File: src/rtl/load_store_unit.sv
// ============================================================================
// Module  : load_store_unit
// Purpose : Byte/half/word/dword load/store unit with valid/ready request side
//           and req/ack variable-latency memory side; one response per request.
// Revision: 1.0
// ============================================================================
`default_nettype none

module load_store_unit #(
  parameter int DATA_W      = 32,
  parameter int ADDR_W      = 32,
  parameter int TIMEOUT_CYC = 16
) (
  input  logic                  clk,
  input  logic                  reset,
  input  logic                  i_req_valid,
  output logic                  o_req_ready,
  input  logic                  i_req_we,
  input  logic [1:0]            i_req_size,
  input  logic                  i_req_unsigned,
  input  logic [ADDR_W-1:0]     i_req_addr,
  input  logic [DATA_W-1:0]     i_req_wdata,
  output logic                  o_mem_req,
  output logic                  o_mem_we,
  output logic [ADDR_W-1:0]     o_mem_addr,
  output logic [DATA_W/8-1:0]   o_mem_be,
  output logic [DATA_W-1:0]     o_mem_wdata,
  input  logic                  i_mem_ack,
  input  logic [DATA_W-1:0]     i_mem_rdata,
  output logic                  o_resp_valid,
  output logic [1:0]            o_resp_err,
  output logic [DATA_W-1:0]     o_resp_data
);

  localparam int NB    = DATA_W / 8;
  localparam int OFF_W = $clog2(NB);
  localparam int CNT_W = (TIMEOUT_CYC > 1) ? $clog2(TIMEOUT_CYC) : 1;
  localparam logic [CNT_W-1:0] CNT_LAST = CNT_W'((TIMEOUT_CYC > 0) ? TIMEOUT_CYC - 1 : 0);

  localparam logic [1:0] S_IDLE = 2'd0;
  localparam logic [1:0] S_WAIT = 2'd1;
  localparam logic [1:0] S_RESP = 2'd2;

  localparam logic [1:0] ERR_OK      = 2'b00;
  localparam logic [1:0] ERR_MISALGN = 2'b01;
  localparam logic [1:0] ERR_TIMEOUT = 2'b10;
  localparam logic [1:0] ERR_ILLEGAL = 2'b11;

  logic [1:0]        r_state;
  logic [1:0]        w_state_nxt;
  logic [CNT_W-1:0]  r_cnt;
  logic [1:0]        r_size;
  logic              r_unsigned;
  logic [OFF_W-1:0]  r_off;
  logic              r_mem_we;
  logic [ADDR_W-1:0] r_mem_addr;
  logic [NB-1:0]     r_mem_be;
  logic [DATA_W-1:0] r_mem_wdata;
  logic [1:0]        r_resp_err;
  logic [DATA_W-1:0] r_resp_data;

  logic              w_accept;
  logic              w_timeout;
  logic [2:0]        w_align_mask;
  logic              w_misal;
  logic              w_illegal;
  logic              w_bad;
  logic [1:0]        w_err_req;
  logic [OFF_W-1:0]  w_off;
  logic [NB-1:0]     w_be;
  logic [DATA_W-1:0] w_wdata;
  logic [DATA_W-1:0] w_shifted;
  logic              w_sign;
  logic [DATA_W-1:0] w_ld;

  assign w_accept  = (r_state == S_IDLE) && i_req_valid;
  assign w_timeout = (TIMEOUT_CYC != 0) && (r_cnt == CNT_LAST);
  assign w_off     = i_req_addr[OFF_W-1:0];

  // Illegal size outranks misalignment in the reported error code.
  always_comb begin
    w_align_mask = 3'b000;
    case (i_req_size)
      2'b01:   w_align_mask = 3'b001;
      2'b10:   w_align_mask = 3'b011;
      2'b11:   w_align_mask = 3'b111;
      default: w_align_mask = 3'b000;
    endcase
    w_misal   = |(i_req_addr[2:0] & w_align_mask);
    w_illegal = (i_req_size == 2'b11) && (DATA_W == 32);
    w_bad     = w_misal || w_illegal;
    w_err_req = w_illegal ? ERR_ILLEGAL : (w_misal ? ERR_MISALGN : ERR_OK);
  end

  always_comb begin
    w_be    = '0;
    w_wdata = '0;
    for (int i = 0; i < NB; i++) begin
      w_be[i] = i_req_we ? ((i >= int'(w_off)) && (i < int'(w_off) + (1 << i_req_size))) : 1'b1;
      case (i_req_size)
        2'b00:   w_wdata[8*i +: 8] = i_req_wdata[7:0];
        2'b01:   w_wdata[8*i +: 8] = i_req_wdata[8*(i%2) +: 8];
        2'b10:   w_wdata[8*i +: 8] = i_req_wdata[8*(i%4) +: 8];
        default: w_wdata[8*i +: 8] = i_req_wdata[8*i +: 8];
      endcase
    end
  end

  always_comb begin
    w_shifted = i_mem_rdata >> {r_off, 3'b000};
    case (r_size)
      2'b00:   w_sign = w_shifted[7];
      2'b01:   w_sign = w_shifted[15];
      2'b10:   w_sign = w_shifted[31];
      default: w_sign = w_shifted[DATA_W-1];
    endcase
    if (r_unsigned) w_sign = 1'b0;
    w_ld = w_shifted;
    for (int i = 0; i < DATA_W; i++) begin
      if (i >= (8 << r_size)) w_ld[i] = w_sign;
    end
  end

  always_ff @(posedge clk) begin
    if (!reset) r_state <= S_IDLE;
    else        r_state <= w_state_nxt;
  end

  always_comb begin
    w_state_nxt = r_state;
    case (r_state)
      S_IDLE:  if (i_req_valid) w_state_nxt = w_bad ? S_RESP : S_WAIT;
      S_WAIT:  if (i_mem_ack || w_timeout) w_state_nxt = S_RESP;
      S_RESP:  w_state_nxt = S_IDLE;
      default: w_state_nxt = S_IDLE;
    endcase
  end

  always_comb begin
    o_req_ready  = (r_state == S_IDLE);
    o_mem_req    = (r_state == S_WAIT);
    o_resp_valid = (r_state == S_RESP);
  end

  // Counter sits at zero outside WAIT so it is already cleared on entry.
  always_ff @(posedge clk) begin
    if (!reset || r_state != S_WAIT) r_cnt <= '0;
    else                             r_cnt <= r_cnt + 1'b1;
  end

  always_ff @(posedge clk) begin
    if (!reset) begin
      r_size      <= 2'b00;
      r_unsigned  <= 1'b0;
      r_off       <= '0;
      r_mem_we    <= 1'b0;
      r_mem_addr  <= '0;
      r_mem_be    <= '0;
      r_mem_wdata <= '0;
      r_resp_err  <= ERR_OK;
      r_resp_data <= '0;
    end else begin
      if (w_accept) begin
        r_size     <= i_req_size;
        r_unsigned <= i_req_unsigned;
        r_off      <= w_off;
        if (w_bad) begin
          r_resp_err  <= w_err_req;
          r_resp_data <= '0;
        end else begin
          r_mem_we    <= i_req_we;
          r_mem_addr  <= {i_req_addr[ADDR_W-1:OFF_W], {OFF_W{1'b0}}};
          r_mem_be    <= w_be;
          r_mem_wdata <= w_wdata;
        end
      end
      if (r_state == S_WAIT) begin
        if (i_mem_ack) begin
          r_resp_err  <= ERR_OK;
          r_resp_data <= r_mem_we ? '0 : w_ld;
        end else if (w_timeout) begin
          r_resp_err  <= ERR_TIMEOUT;
          r_resp_data <= '0;
        end
      end
    end
  end

  assign o_mem_we    = r_mem_we;
  assign o_mem_addr  = r_mem_addr;
  assign o_mem_be    = r_mem_be;
  assign o_mem_wdata = r_mem_wdata;
  assign o_resp_err  = r_resp_err;
  assign o_resp_data = r_resp_data;

endmodule

`default_nettype wire

File: config.mk
export PLATFORM = sky130hd
export DESIGN_NAME = load_store_unit
export DESIGN_NICKNAME = d
export VERILOG_FILES = /design/src/rtl/load_store_unit.sv
export SDC_FILE = /design/constraint.sdc
export NUM_CORES = 1
export LEC_CHECK = 0
export ABC_AREA = 1
export CORE_ASPECT_RATIO = 0.6
export CORE_MARGIN = 5
export CORE_UTILIZATION = 45
export CTS_CLUSTER_SIZE = 40
export DETAILED_ROUTE_END_ITERATION = 7
export PLACE_DENSITY = 0.94
export SYNTH_ARGS = -nofsm -noshare
export SYNTH_HDL_FRONTEND = slang
export SYNTH_SLANG_ARGS = --single-unit
File: constraint.sdc
create_clock -name clk -period 2.8 [get_ports clk]
set_input_delay 0.56 -clock clk [delete_from_list [all_inputs] [get_ports clk]]
set_output_delay 0.56 -clock clk [all_outputs]
set_load 0.005 [all_outputs]
==> flow_summary.rst, run 1 <==
.. list-table::
   :header-rows: 1

   * - Metric
     - Value
   * - Count of nets after finishing
     - around 1000
   * - Unique masters post-synth
     - 35
   * - Final Setup Violations
     - 0
   * - Slew margin rel.
     - 0.5751
   * - Proportion of layout cells with a drive suffix above 1
     - 0.04851
   * - Routed via count
     - between 5000 and 6000
   * - Register bit count reported by yosys
     - 112
   * - Placed Instances
     - 1035
   * - Number of vias per cell after detailed routing
     - 5.189
   * - Post-synthesis to final-layout area growth
     - 46.22%
   * - Initial antenna violation count
     - 0
   * - Starting utilization of the core area
     - 0.4567
   * - Via count of the first global-routing pass
     - 5007
   * - Proportion of power drawn by combinational gates
     - 0.216
   * - Clock transition at path regs
     - 0.07 ns
   * - WL/cell
     - 15.91 µm
   * - Number of I/O port buffers
     - ~210
   * - RSZ-0062 raised after global routing
     - no
   * - VDD IR max
     - roughly 290 µV
   * - Syn avg cell area
     - 7.066 µm²
   * - Die Footprint
     - 0.01365 mm²
   * - Worst Tran Pin Value
     - 0.6367 ns
   * - Critical R2R Launch
     - r_off[1]
   * - Run status
     - completed
   * - Number of gates resized after cts
     - 0
   * - Largest clock skew in the final design
     - 0.004801 ns
   * - Crit end category
     - flip-flop
   * - Non-filler instance count after layout
     - 1051
   * - Sum of overflow across all layers after global routing
     - 0
   * - Wire length after detailed routing
     - 16720 µm
   * - Net Sw Frac
     - 0.2823
   * - Max Cap Violations
     - 0
   * - Ant diodes
     - 0
   * - Slew Viols, Final
     - 0
   * - Worst hold path startpoint
     - r_cnt[0]
   * - Net switching power figure
     - 0.001080 W
   * - DRC violations left
     - 0
   * - Leakage power
     - 3.084 nW
   * - Clock Sink Count
     - 112
   * - Seq pwr share
     - 0.454
   * - Path type of the worst setup path
     - input pin to flip-flop
   * - Post-route setup TNS
     - 0 ns
   * - Standard-cell row count
     - 30
   * - Dominant cells by area after synthesis
     - sky130_fd_sc_hd__dfxtp_1, sky130_fd_sc_hd__nand2_1, sky130_fd_sc_hd__o21ai_0
   * - Arrival time of the worst setup path
     - 2.59 ns
   * - GRT Overall Usage
     - 0.2315
   * - Worst hold slack
     - 0.4555 ns
   * - Final HPWL DP
     - approximately 12000 µm
   * - Starting DRC count in detailed routing
     - 494
   * - DR pass1 iterations
     - 8
   * - Htree depth
     - 3
   * - Buffers inserted during post-CTS setup optimization
     - 0
   * - Crit path time final
     - around 2.3 ns
   * - Detail Route Antenna Nets
     - 0
   * - Power per standard cell area
     - 512.2 mW/mm²
   * - Internal power summed over all cells
     - roughly 0.0027 W
   * - Post-route clock period utilization
     - 0.8214
   * - Clock latency on the worst-skew pair
     - approximately 0.34 ns
   * - Global-route wire length before repair
     - 25560 µm
   * - Die W
     - 147.6 µm
   * - Upper clock frequency limit
     - 0.4348 GHz
   * - Synth top area share
     - 0.4389
   * - Pin count of the biggest net entering global routing
     - 72
   * - Min-delay worst type
     - flip-flop to flip-flop
   * - Fillers
     - 924
   * - Core box area
     - between 0.01 and 0.015 mm²
   * - Cell area after technology mapping
     - 0.005109 mm²
   * - Number of hold violations in the final report
     - 0
   * - Share of the yosys chip area belonging to registers
     - 0.4389
   * - Buffer cell driving the clock tree root
     - sky130_fd_sc_hd__clkbuf_16
   * - Number of primary I/O pins
     - 210
   * - Worst endpoint required time
     - slightly above 3 ns
   * - Total CTS buffers
     - 9
   * - Yosys top cell by area
     - sky130_fd_sc_hd__dfxtp_1
   * - Clk buf depth
     - 2
   * - Type of origin of the critical path
     - input pin
   * - Post-Syn Instances
     - ~720
   * - Worst setup slack for register-to-register paths
     - a little over 0.8 ns
   * - Critical path fanouts, max
     - 27
   * - Crit. Startpoint
     - i_req_size[1]
   * - Hold buffers post-CTS
     - 0
   * - Clock tree from TritonCTS
     - yes
   * - Clock group share of total power
     - 0.330
   * - GP Congestion
     - 0.9420
   * - Yosys Warn Count
     - 0
   * - Die Y-Extent
     - 92.53 µm
-- final timing paths --
| check | endpoint | depth (start not counted) |
|---|---|---|
| setup / recovery | o_mem_be[1] | 11 |
| hold / removal | r_cnt[0] | 1 |
| hold reg to reg | r_cnt[0] | 1 |
| setup reg to reg | o_resp_data[28] | 8 |
-- cell type report --
cell class / instances / area (µm²) / area share
clock inverter: 5 / 46.29 / 0.006198
inverter: 45 / 168.9 / 0.02261
sequential: 112 / 2242 / 0.3002
tap: 144 / 180.2 / 0.02412
timing repair buffer: 220 / 2190 / 0.2931
clock buffer: 11 / 242.7 / 0.03250
multi-input combinational: 514 / 2400 / 0.3213
-- power groups by stage --
stage                     logic, W  clock network [W]  registers [W]
after floorplan           0.000394                  0        0.00177
after global routing      0.000901            0.00136        0.00175
after global placement    0.000808                  0        0.00177
final                     0.000828            0.00126        0.00174
after CTS                 0.000823            0.00130        0.00174
after detailed placement  0.000817                  0        0.00177
-- critical path, cell delays in order --
cell and delay, ns:
sky130_fd_sc_hd__clkdlybuf4s50_1 0.69, sky130_fd_sc_hd__buf_4 0.35, sky130_fd_sc_hd__clkinv_1 0.30, sky130_fd_sc_hd__nand2_1 0.12, sky130_fd_sc_hd__nand2_1 0.05, sky130_fd_sc_hd__and3_1 0.20, sky130_fd_sc_hd__nand2_1 0.07, sky130_fd_sc_hd__nand2_1 0.05
sky130_fd_sc_hd__nand2_1 0.06, sky130_fd_sc_hd__nand3_1 0.06, sky130_fd_sc_hd__inv_1 0.07
-- per-stage QoR --
stage / power, W / worst slack (ns) / area [µm²] / util
after global placement: 0.002576 / 0.2116 / 7181 / 0.6419
final: 0.003826 / 0.5002 / 7470 / 0.6678
after detailed placement: 0.002590 / 0.1602 / 7181 / 0.6419
after floorplan: 0.002168 / 0.9180 / 5112 / -
after global routing: 0.004012 / 0.3354 / 7470 / 0.6678
after CTS: 0.003858 / 0.5215 / 7470 / 0.6678
-- flip-flops by register name (all words and copies together), names as in the netlist --
signal,flops
o_mem_be,4
r_state,2
r_unsigned,1
o_mem_addr,30
o_resp_err,2
r_size,2
o_mem_wdata,32
r_off,2
r_cnt,4
o_resp_data,32
o_mem_we,1
-- layout by cell type (no fill, tap or decap), drive strengths merged, types with 11 or more instances in the layout --
cell	netlist	routed
a21oi	56	56
a31oi	18	18
buf	36	14
clkbuf	17	11
clkdlybuf4s50	0	206
dfxtp	112	112
inv	44	48
nand2	177	177
nand3	27	27
nor2	97	97
o21ai	104	104
-- per-layer routing --
layer / track usage / part of all wire / up-vias
met2: 0.3458 / 0.43 / 259
li1: - / - / 2724
met1: 0.3152 / 0.45 / 2437
met3: 0.08068 / 0.11 / 34
met4: 0.06977 / 0.021 / 0
met5: 0 / 0 / -
-- kinds of logic (layout without fill, tap and decap cells) --
group / Yosys count / count (layout) / share of synthesized area
DFF: 112 / 112 / 0.4389
and+or+nand+nor: 311 / 311 / 0.2479
buffers and inverters: 98 / 281 / 0.09307
AOI/OAI and AO/OA: 198 / 198 / 0.2121
adders and majority gates: 3 / 3 / 0.007348
other: 1 / 2 / 0.0007340
-- Yosys cell counts, drive strengths merged --
cell,n
a211oi,1
a21oi,56
a31oi,18
and2,1
and3,1
buf,36
clkbuf,17
clkinv,1
conb,1
dfxtp,112
ha,3
inv,44
nand2,177
nand3,27
nand4,5
nor2,97
nor3,1
nor4,1
o211a,5
o211ai,5
o21a,2
o21ai,104
o21bai,7
or2,1
(Power assumes the default switching activity.)
==> inputs of run 2 (changes only) <==
CORE_UTILIZATION = 43   (was 45)
PLACE_DENSITY = 0.91   (was 0.94)
clock period = 2.2 ns   (was 2.8 ns; I/O delays follow)
==> flow_summary.rst, run 2 (same netlist as run 1, synthesis figures left out) <==
.. list-table::
   :header-rows: 1

   * - Metric
     - Value
   * - Run status
     - completed
   * - Master of the slowest instance on the critical path
     - sky130_fd_sc_hd__clkdlybuf4s50_1
   * - Clk buf depth
     - 2 (unchanged)
   * - Type of origin of the critical path
     - input pin
   * - Critical R2R Launch
     - r_off[0]
   * - Global-route wire length before repair
     - 25650 µm (+0.38%)
   * - Buffers inserted during post-CTS setup optimization
     - 0 (unchanged)
   * - VDD IR max
     - 344.6 µV (+20%)
   * - Arrival time of the worst setup path
     - 2.21 ns (-0.38 ns)
   * - Worst hold slack
     - 0.4331 ns (-0.02248 ns)
   * - Largest clock skew in the final design
     - 0.009457 ns (+0.004656 ns)
   * - Sum of overflow across all layers after global routing
     - 0 (unchanged)
   * - Final HPWL DP
     - 12800 µm (+4.1%)
   * - Number of stages on the worst hold path
     - 3 (+2)
   * - Routed via count
     - 5522 (+1.2%)
   * - Pin count of the biggest net entering global routing
     - 62 (-14%)
   * - Final Setup Violations
     - 0 (unchanged)
   * - Most used cell along the critical path
     - sky130_fd_sc_hd__nand2_1
   * - Clock latency on the worst-skew pair
     - 0.34 ns (about the same)
   * - Path type of the worst setup path
     - input pin to flip-flop
   * - Area after detailed placement
     - 0.007308 mm² (+1.8%)
   * - Worst hold path startpoint
     - reset
   * - Die W
     - 150.7 µm (+2.1%)
   * - Clock transition at path regs
     - 0.08 ns (about the same)
   * - Crit path max-delay family
     - simple AND/OR/NAND/NOR gates
   * - Crit path time final
     - around 2 ns
   * - Crit end category
     - flip-flop
   * - Initial antenna violation count
     - 0 (unchanged)
   * - RSZ-0062 raised after global routing
     - no
   * - Wire length after detailed routing
     - 16840 µm (+0.69%)
   * - Min-delay worst type
     - input pin to flip-flop
   * - Slew Viols, Final
     - 0 (unchanged)
   * - Commonest cells after routing, fill and taps aside
     - sky130_fd_sc_hd__clkdlybuf4s50_1, sky130_fd_sc_hd__nand2_1, sky130_fd_sc_hd__dfxtp_1
   * - Clock tree from TritonCTS
     - yes
   * - Register-to-Register Path Depth
     - 9 (+1)
   * - Post-route setup TNS
     - 0 ns (unchanged)
   * - Total CTS buffers
     - 9 (unchanged)
   * - Standard-cell row count
     - 30 (unchanged)
   * - Critical path fanouts, max
     - 5 (-81%)
   * - Most frequent standard cell in the layout excluding fill and tap cells
     - sky130_fd_sc_hd__clkdlybuf4s50_1
   * - Post-synthesis to final-layout area growth
     - 48.81%
   * - Clock Sink Count
     - 112 (unchanged)
   * - Worst Tran Pin Value
     - 0.5603 ns (-0.07646 ns)
   * - Core box area
     - 0.01145 mm² (+2.3%)
   * - Worst endpoint required time
     - 2.44 ns (-0.65 ns)
   * - Worst setup slack for register-to-register paths
     - 0.44 ns (-0.39 ns)
   * - Number of vias per cell after detailed routing
     - 5.127 (-1.2%)
   * - WL/cell
     - 15.64 µm (-1.7%)
   * - Cells along the critical path
     - clkdlybuf4s50_1 > buf_4 > nor2_8 > nand2_1 > nand2_1 > inv_1 > ha_1 > inv_1 > nand2_1 > nand2_1 > and3_1 > nand2_1 > nand3_1 > nand2_1 > nand2_1 > inv_1
   * - Detail Route Antenna Nets
     - 0 (unchanged)
   * - Number of hold violations in the final report
     - 0 (unchanged)
   * - Ant diodes
     - 0 (unchanged)
   * - Power per standard cell area
     - 648.7 mW/mm² (+27%)
   * - Post-route clock period utilization
     - 0.8965
   * - Via count of the first global-routing pass
     - 4983 (-0.48%)
   * - Total Power
     - 0.004932 W (+29%)
   * - Upper clock frequency limit
     - 0.5070 GHz
   * - GP Congestion
     - 0.9460 (+0.42%)
   * - Number of primary I/O pins
     - 210 (unchanged)
   * - Htree depth
     - 3 (unchanged)
   * - Buffer cell driving the clock tree root
     - sky130_fd_sc_hd__clkbuf_16
   * - Number of gates resized after cts
     - 0 (unchanged)
   * - Count of nets after finishing
     - 1020 (+1.1%)
   * - Delay of the slowest cell on the worst path
     - 0.42 ns (-0.27 ns)
   * - Endpoint, Worst Hold
     - o_mem_addr[7]
   * - Max Cap Violations
     - 0 (unchanged)
   * - DR pass1 iterations
     - 6 (-2)
   * - Die Footprint
     - 0.01423 mm² (+4.2%)
   * - Endpoint of the most critical register-to-register path
     - o_resp_data[21]
   * - Proportion of layout cells with a drive suffix above 1
     - 0.05889 (+0.01038)
   * - Starting DRC count in detailed routing
     - 543 (+9.9%)
   * - Number of I/O port buffers
     - 207 (unchanged)
   * - DRC violations left
     - 0 (unchanged)
   * - Final core area utilization
     - 0.6640 (-0.003741)
   * - Starting utilization of the core area
     - 0.4462 (-0.01048)
   * - Slew margin rel.
     - 0.6261 (+0.05103)
   * - Hold buffers post-CTS
     - 0 (unchanged)
   * - Leakage power
     - 3.147 nW (+2.1%)
   * - GRT Overall Usage
     - 0.2281 (-0.003404)
   * - Buf/Inv on CP
     - 5 (+1)
   * - Die Y-Extent
     - 94.43 µm (+2.1%)
   * - Post-Layout Inst Area
     - 0.007602 mm² (+1.8%)
## run 2: cell count changes in the layout (fill, tap and decap cells not counted), sizes merged
cell | before | now
inv | 48 | 46
buf | 14 | 25
clkinv | 2 | 3
clkbuf | 11 | 10
bufinv | 0 | 1
## run 2: how the worst max path moves through the flow
stage	start	end	slack, ns	cells after the start
floorplan	i_req_size[1]	o_mem_be[1]	0.44	15
global placement	i_req_size[1]	o_mem_be[1]	-0.02	16
detailed placement	i_req_size[1]	o_mem_be[0]	-0.07	16
CTS	i_req_size[1]	o_mem_be[0]	0.27	16
global route	i_req_size[1]	o_mem_be[0]	0.09	16
finish	i_req_size[1]	o_mem_be[0]	0.23	16
## run 2: final cells by class
| type | instances | area [µm²] |
|---|---|---|
| multi-input combinational | 514 | 2400 |
| clock inverter | 5 | 65.06 |
| clock buffer | 10 | 229.0 |
| inverter | 45 | 168.9 |
| timing repair buffer | 231 | 2297 |
| fill | 989 | 3846 |
| sequential | 112 | 2242 |
| tap | 160 | 200.2 |
## run 2: worst reg2reg max path, cell delays in order, from the launching register on
cell	delay, ns
sky130_fd_sc_hd__dfxtp_1	0.36
sky130_fd_sc_hd__inv_1	0.30
sky130_fd_sc_hd__nand2_1	0.12
sky130_fd_sc_hd__nand3_1	0.11
sky130_fd_sc_hd__nand2_1	0.07
sky130_fd_sc_hd__nand2_1	0.07
sky130_fd_sc_hd__nand3_1	0.11
sky130_fd_sc_hd__nand2_2	0.30
sky130_fd_sc_hd__nand2_1	0.10
sky130_fd_sc_hd__a21oi_1	0.15
## run 2: metrics by stage
step / setup slack [ns] / cells
floorplan: 0.4380 / 724
global placement: -0.01692 / 1062
global route: 0.09107 / 1077
CTS: 0.2711 / 1077
detailed placement: -0.06815 / 1062
finish: 0.2278 / 1077
## run 2: report_power, final
group	switching, W	internal (W)
registers	0.0000708	0.00215
logic	0.000530	0.000545
clock network	0.000747	0.000891
total	0.00135	0.00358
## run 2: metal layers
| layer | up-vias | GRT usage | share of wire |
|---|---|---|---|
| li1 | 2746 | - | - |
| met1 | 2517 | 0.3251 | 0.46 |
| met2 | 238 | 0.3250 | 0.41 |
| met3 | 21 | 0.09448 | 0.12 |
| met4 | 0 | 0.04223 | 0.010 |
| met5 | - | 0 | 0 |
==> inputs of run 3 (changes only) <==
PLACE_DENSITY = 0.81   (was 0.91)
RECOVER_POWER = 100   (was not set)
SKIP_CTS_REPAIR_TIMING = 1   (was not set)
==> flow_summary.rst, run 3 (same netlist as run 1, synthesis figures left out) <==
.. list-table::
   :header-rows: 1

   * - Metric
     - Value
   * - Run status
     - completed
   * - Non-filler instance count after layout
     - 1084 (+0.65%)
   * - Arrival time of the worst setup path
     - 2.26 ns (+0.05 ns)
   * - VDD IR max
     - 436.3 µV (+27%)
   * - Path type of the worst setup path
     - input pin to flip-flop
   * - Power per standard cell area
     - 642.4 mW/mm² (-0.98%)
   * - Area occupied by registers
     - 0.002242 mm² (unchanged)
   * - Crit end category
     - flip-flop
   * - Most frequent standard cell in the layout excluding fill and tap cells
     - sky130_fd_sc_hd__nand2_1
   * - Clock Sink Count
     - 112 (unchanged)
   * - Post-route setup TNS
     - 0 ns (unchanged)
   * - Core box area
     - 0.01145 mm² (unchanged)
   * - Critical path fanouts, max
     - 6 (+1)
   * - Sum of overflow across all layers after global routing
     - 0 (unchanged)
   * - Number of stages on the worst hold path
     - 3 (unchanged)
   * - Clock latency on the worst-skew pair
     - 0.34 ns (about the same)
   * - GP Congestion
     - 0.9216 (-2.6%)
   * - RSZ-0062 raised after global routing
     - no
   * - Largest clock skew in the final design
     - 0.008142 ns (-0.001315 ns)
   * - Crit path time final
     - 2.019 ns (+0.04658 ns)
   * - Die W
     - 150.7 µm (unchanged)
   * - Post-Layout Inst Area
     - 0.007652 mm² (+0.66%)
   * - Number of vias per cell after detailed routing
     - 4.938 (-3.7%)
   * - Cells along the critical path
     - clkdlybuf4s50_1 > inv_2 > nor2_8 > nand2_1 > nand2_1 > inv_1 > ha_1 > inv_1 > nand2_1 > nand2_1 > and3_1 > nand2_1 > nand2_1 > nand2_1 > nand3_1 > inv_1
   * - Slew margin rel.
     - 0.5760 (-0.05003)
   * - Max Cap Violations
     - 0 (unchanged)
   * - Detail Route Antenna Nets
     - 0 (unchanged)
   * - Final Setup Violations
     - 0 (unchanged)
   * - Worst Tran Pin Value
     - 0.6359 ns (+0.07567 ns)
   * - Buf/Inv on CP
     - 5 (unchanged)
   * - Area after detailed placement
     - 0.007373 mm² (+0.89%)
   * - GRT Overall Usage
     - 0.2262 (-0.001936)
   * - Clock transition at path regs
     - 0.07 ns (about the same)
   * - Master of the slowest instance on the critical path
     - sky130_fd_sc_hd__clkdlybuf4s50_1
   * - Htree depth
     - 3 (unchanged)
   * - Register-to-Register Path Depth
     - 8 (-1)
   * - Footprint of the multi-input gates
     - 0.002397 mm² (-0.10%)
   * - Most used cell along the critical path
     - sky130_fd_sc_hd__nand2_1
   * - Global-route wire length before repair
     - 25760 µm (+0.40%)
   * - Die Footprint
     - 0.01423 mm² (unchanged)
   * - Min-delay worst type
     - input pin to flip-flop
   * - Worst setup slack for register-to-register paths
     - 0.38 ns (-0.06 ns)
   * - Placed Instances
     - 1069 (+0.66%)
   * - WL/cell
     - 15.14 µm (-3.2%)
   * - Fillers
     - 986 (-0.30%)
   * - Endpoint of the most critical register-to-register path
     - o_resp_data[24]
   * - Post-synthesis to final-layout area growth
     - 49.79%
   * - Pin count of the biggest net entering global routing
     - 72 (+16%)
   * - Routed via count
     - 5353 (-3.1%)
   * - Count of nets after finishing
     - 1027 (+0.69%)
   * - Number of I/O port buffers
     - 207 (unchanged)
   * - Starting DRC count in detailed routing
     - 447 (-18%)
   * - Standard-cell row count
     - 30 (unchanged)
   * - Clock tree from TritonCTS
     - yes
   * - Total CTS buffers
     - 9 (unchanged)
   * - Post-route clock period utilization
     - 0.9176 (+0.02117)
   * - Ant diodes
     - 0 (unchanged)
   * - Via count of the first global-routing pass
     - 5020 (+0.74%)
   * - DRC violations left
     - 0 (unchanged)
   * - Delay of the slowest cell on the worst path
     - 0.58 ns (+0.16 ns)
   * - Leakage power
     - 3.486 nW (+11%)
   * - Initial antenna violation count
     - 0 (unchanged)
   * - Die Y-Extent
     - 94.43 µm (unchanged)
   * - Number of hold violations in the final report
     - 0 (unchanged)
   * - DR pass1 iterations
     - 5 (-1)
   * - Commonest cells after routing, fill and taps aside
     - sky130_fd_sc_hd__nand2_1, sky130_fd_sc_hd__dfxtp_1, sky130_fd_sc_hd__dlygate4sd3_1
   * - Critical R2R Launch
     - r_state[0]
   * - Crit path max-delay family
     - buffers and inverters
   * - Type of origin of the critical path
     - input pin
   * - Wire length after detailed routing
     - 16410 µm (-2.5%)
   * - Slew Viols, Final
     - 0 (unchanged)
   * - Upper clock frequency limit
     - 0.4953 GHz (-2.3%)
   * - Worst hold path startpoint
     - reset
   * - Buffer cell driving the clock tree root
     - sky130_fd_sc_hd__clkbuf_16
   * - Final HPWL DP
     - 12460 µm (-2.7%)
   * - Clk buf depth
     - 2 (unchanged)
   * - Starting utilization of the core area
     - 0.4462 (unchanged)
   * - Worst endpoint required time
     - 2.44 ns (about the same)
   * - Proportion of layout cells with a drive suffix above 1
     - 0.06385 (+0.004965)
   * - Number of primary I/O pins
     - 210 (unchanged)
   * - Endpoint, Worst Hold
     - r_state[0]
-- run 3: worst max-delay path by stage --
stage / start / to / slack, ns / cells after the start
floorplan: i_req_size[1] / o_mem_be[1] / 0.44 / 15
CTS: i_req_size[0] / o_mem_be[1] / 0.23 / 16
finish: i_req_size[0] / o_mem_be[1] / 0.18 / 16
global route: i_req_size[0] / o_mem_be[1] / 0.02 / 16
global placement: i_req_size[0] / o_mem_be[0] / -0.1 / 14
detailed placement: i_req_size[0] / o_mem_be[1] / -0.14 / 16
-- run 3: worst min-delay path, stage by stage --
cell and delay (ns):
sky130_fd_sc_hd__buf_2 0.09, sky130_fd_sc_hd__inv_1 0.10, sky130_fd_sc_hd__a21oi_1 0.13
-- run 3: per-layer routing --
metal  share of wire  global-route usage
met2            0.41              0.3295
met1            0.48              0.3244
met5               0                   0
met4           0.011             0.04525
met3           0.099             0.07866
-- run 3: power by group --
group	total (W)	switching [W]	internal, W	leakage [nW]
clock network	0.00167	0.000754	0.000919	0.146
registers	0.00221	0.0000616	0.00215	0.914
logic	0.00103	0.000525	0.000507	2.43
-- run 3: cell type report --
class,instances,share of cell area
sequential,112,0.2930
inverter,45,0.02207
clock buffer,10,0.03123
timing repair buffer,238,0.3059
multi-input combinational,514,0.3133
clock inverter,5,0.008339
tap,160,0.02616
-- run 3: through the flow --
step | util | setup slack [ns] | total power [W] | hold WS (ns)
after floorplan | - | 0.4380 | 0.002760 | 0.4175
after global placement | 0.6440 | -0.09672 | 0.003325 | 0.4334
after detailed placement | 0.6440 | -0.1437 | 0.003332 | 0.4549
after CTS | 0.6705 | 0.2250 | 0.005005 | 0.4355
after global routing | 0.6684 | 0.01556 | 0.005153 | 0.4834
final | 0.6684 | 0.1812 | 0.004916 | 0.4516
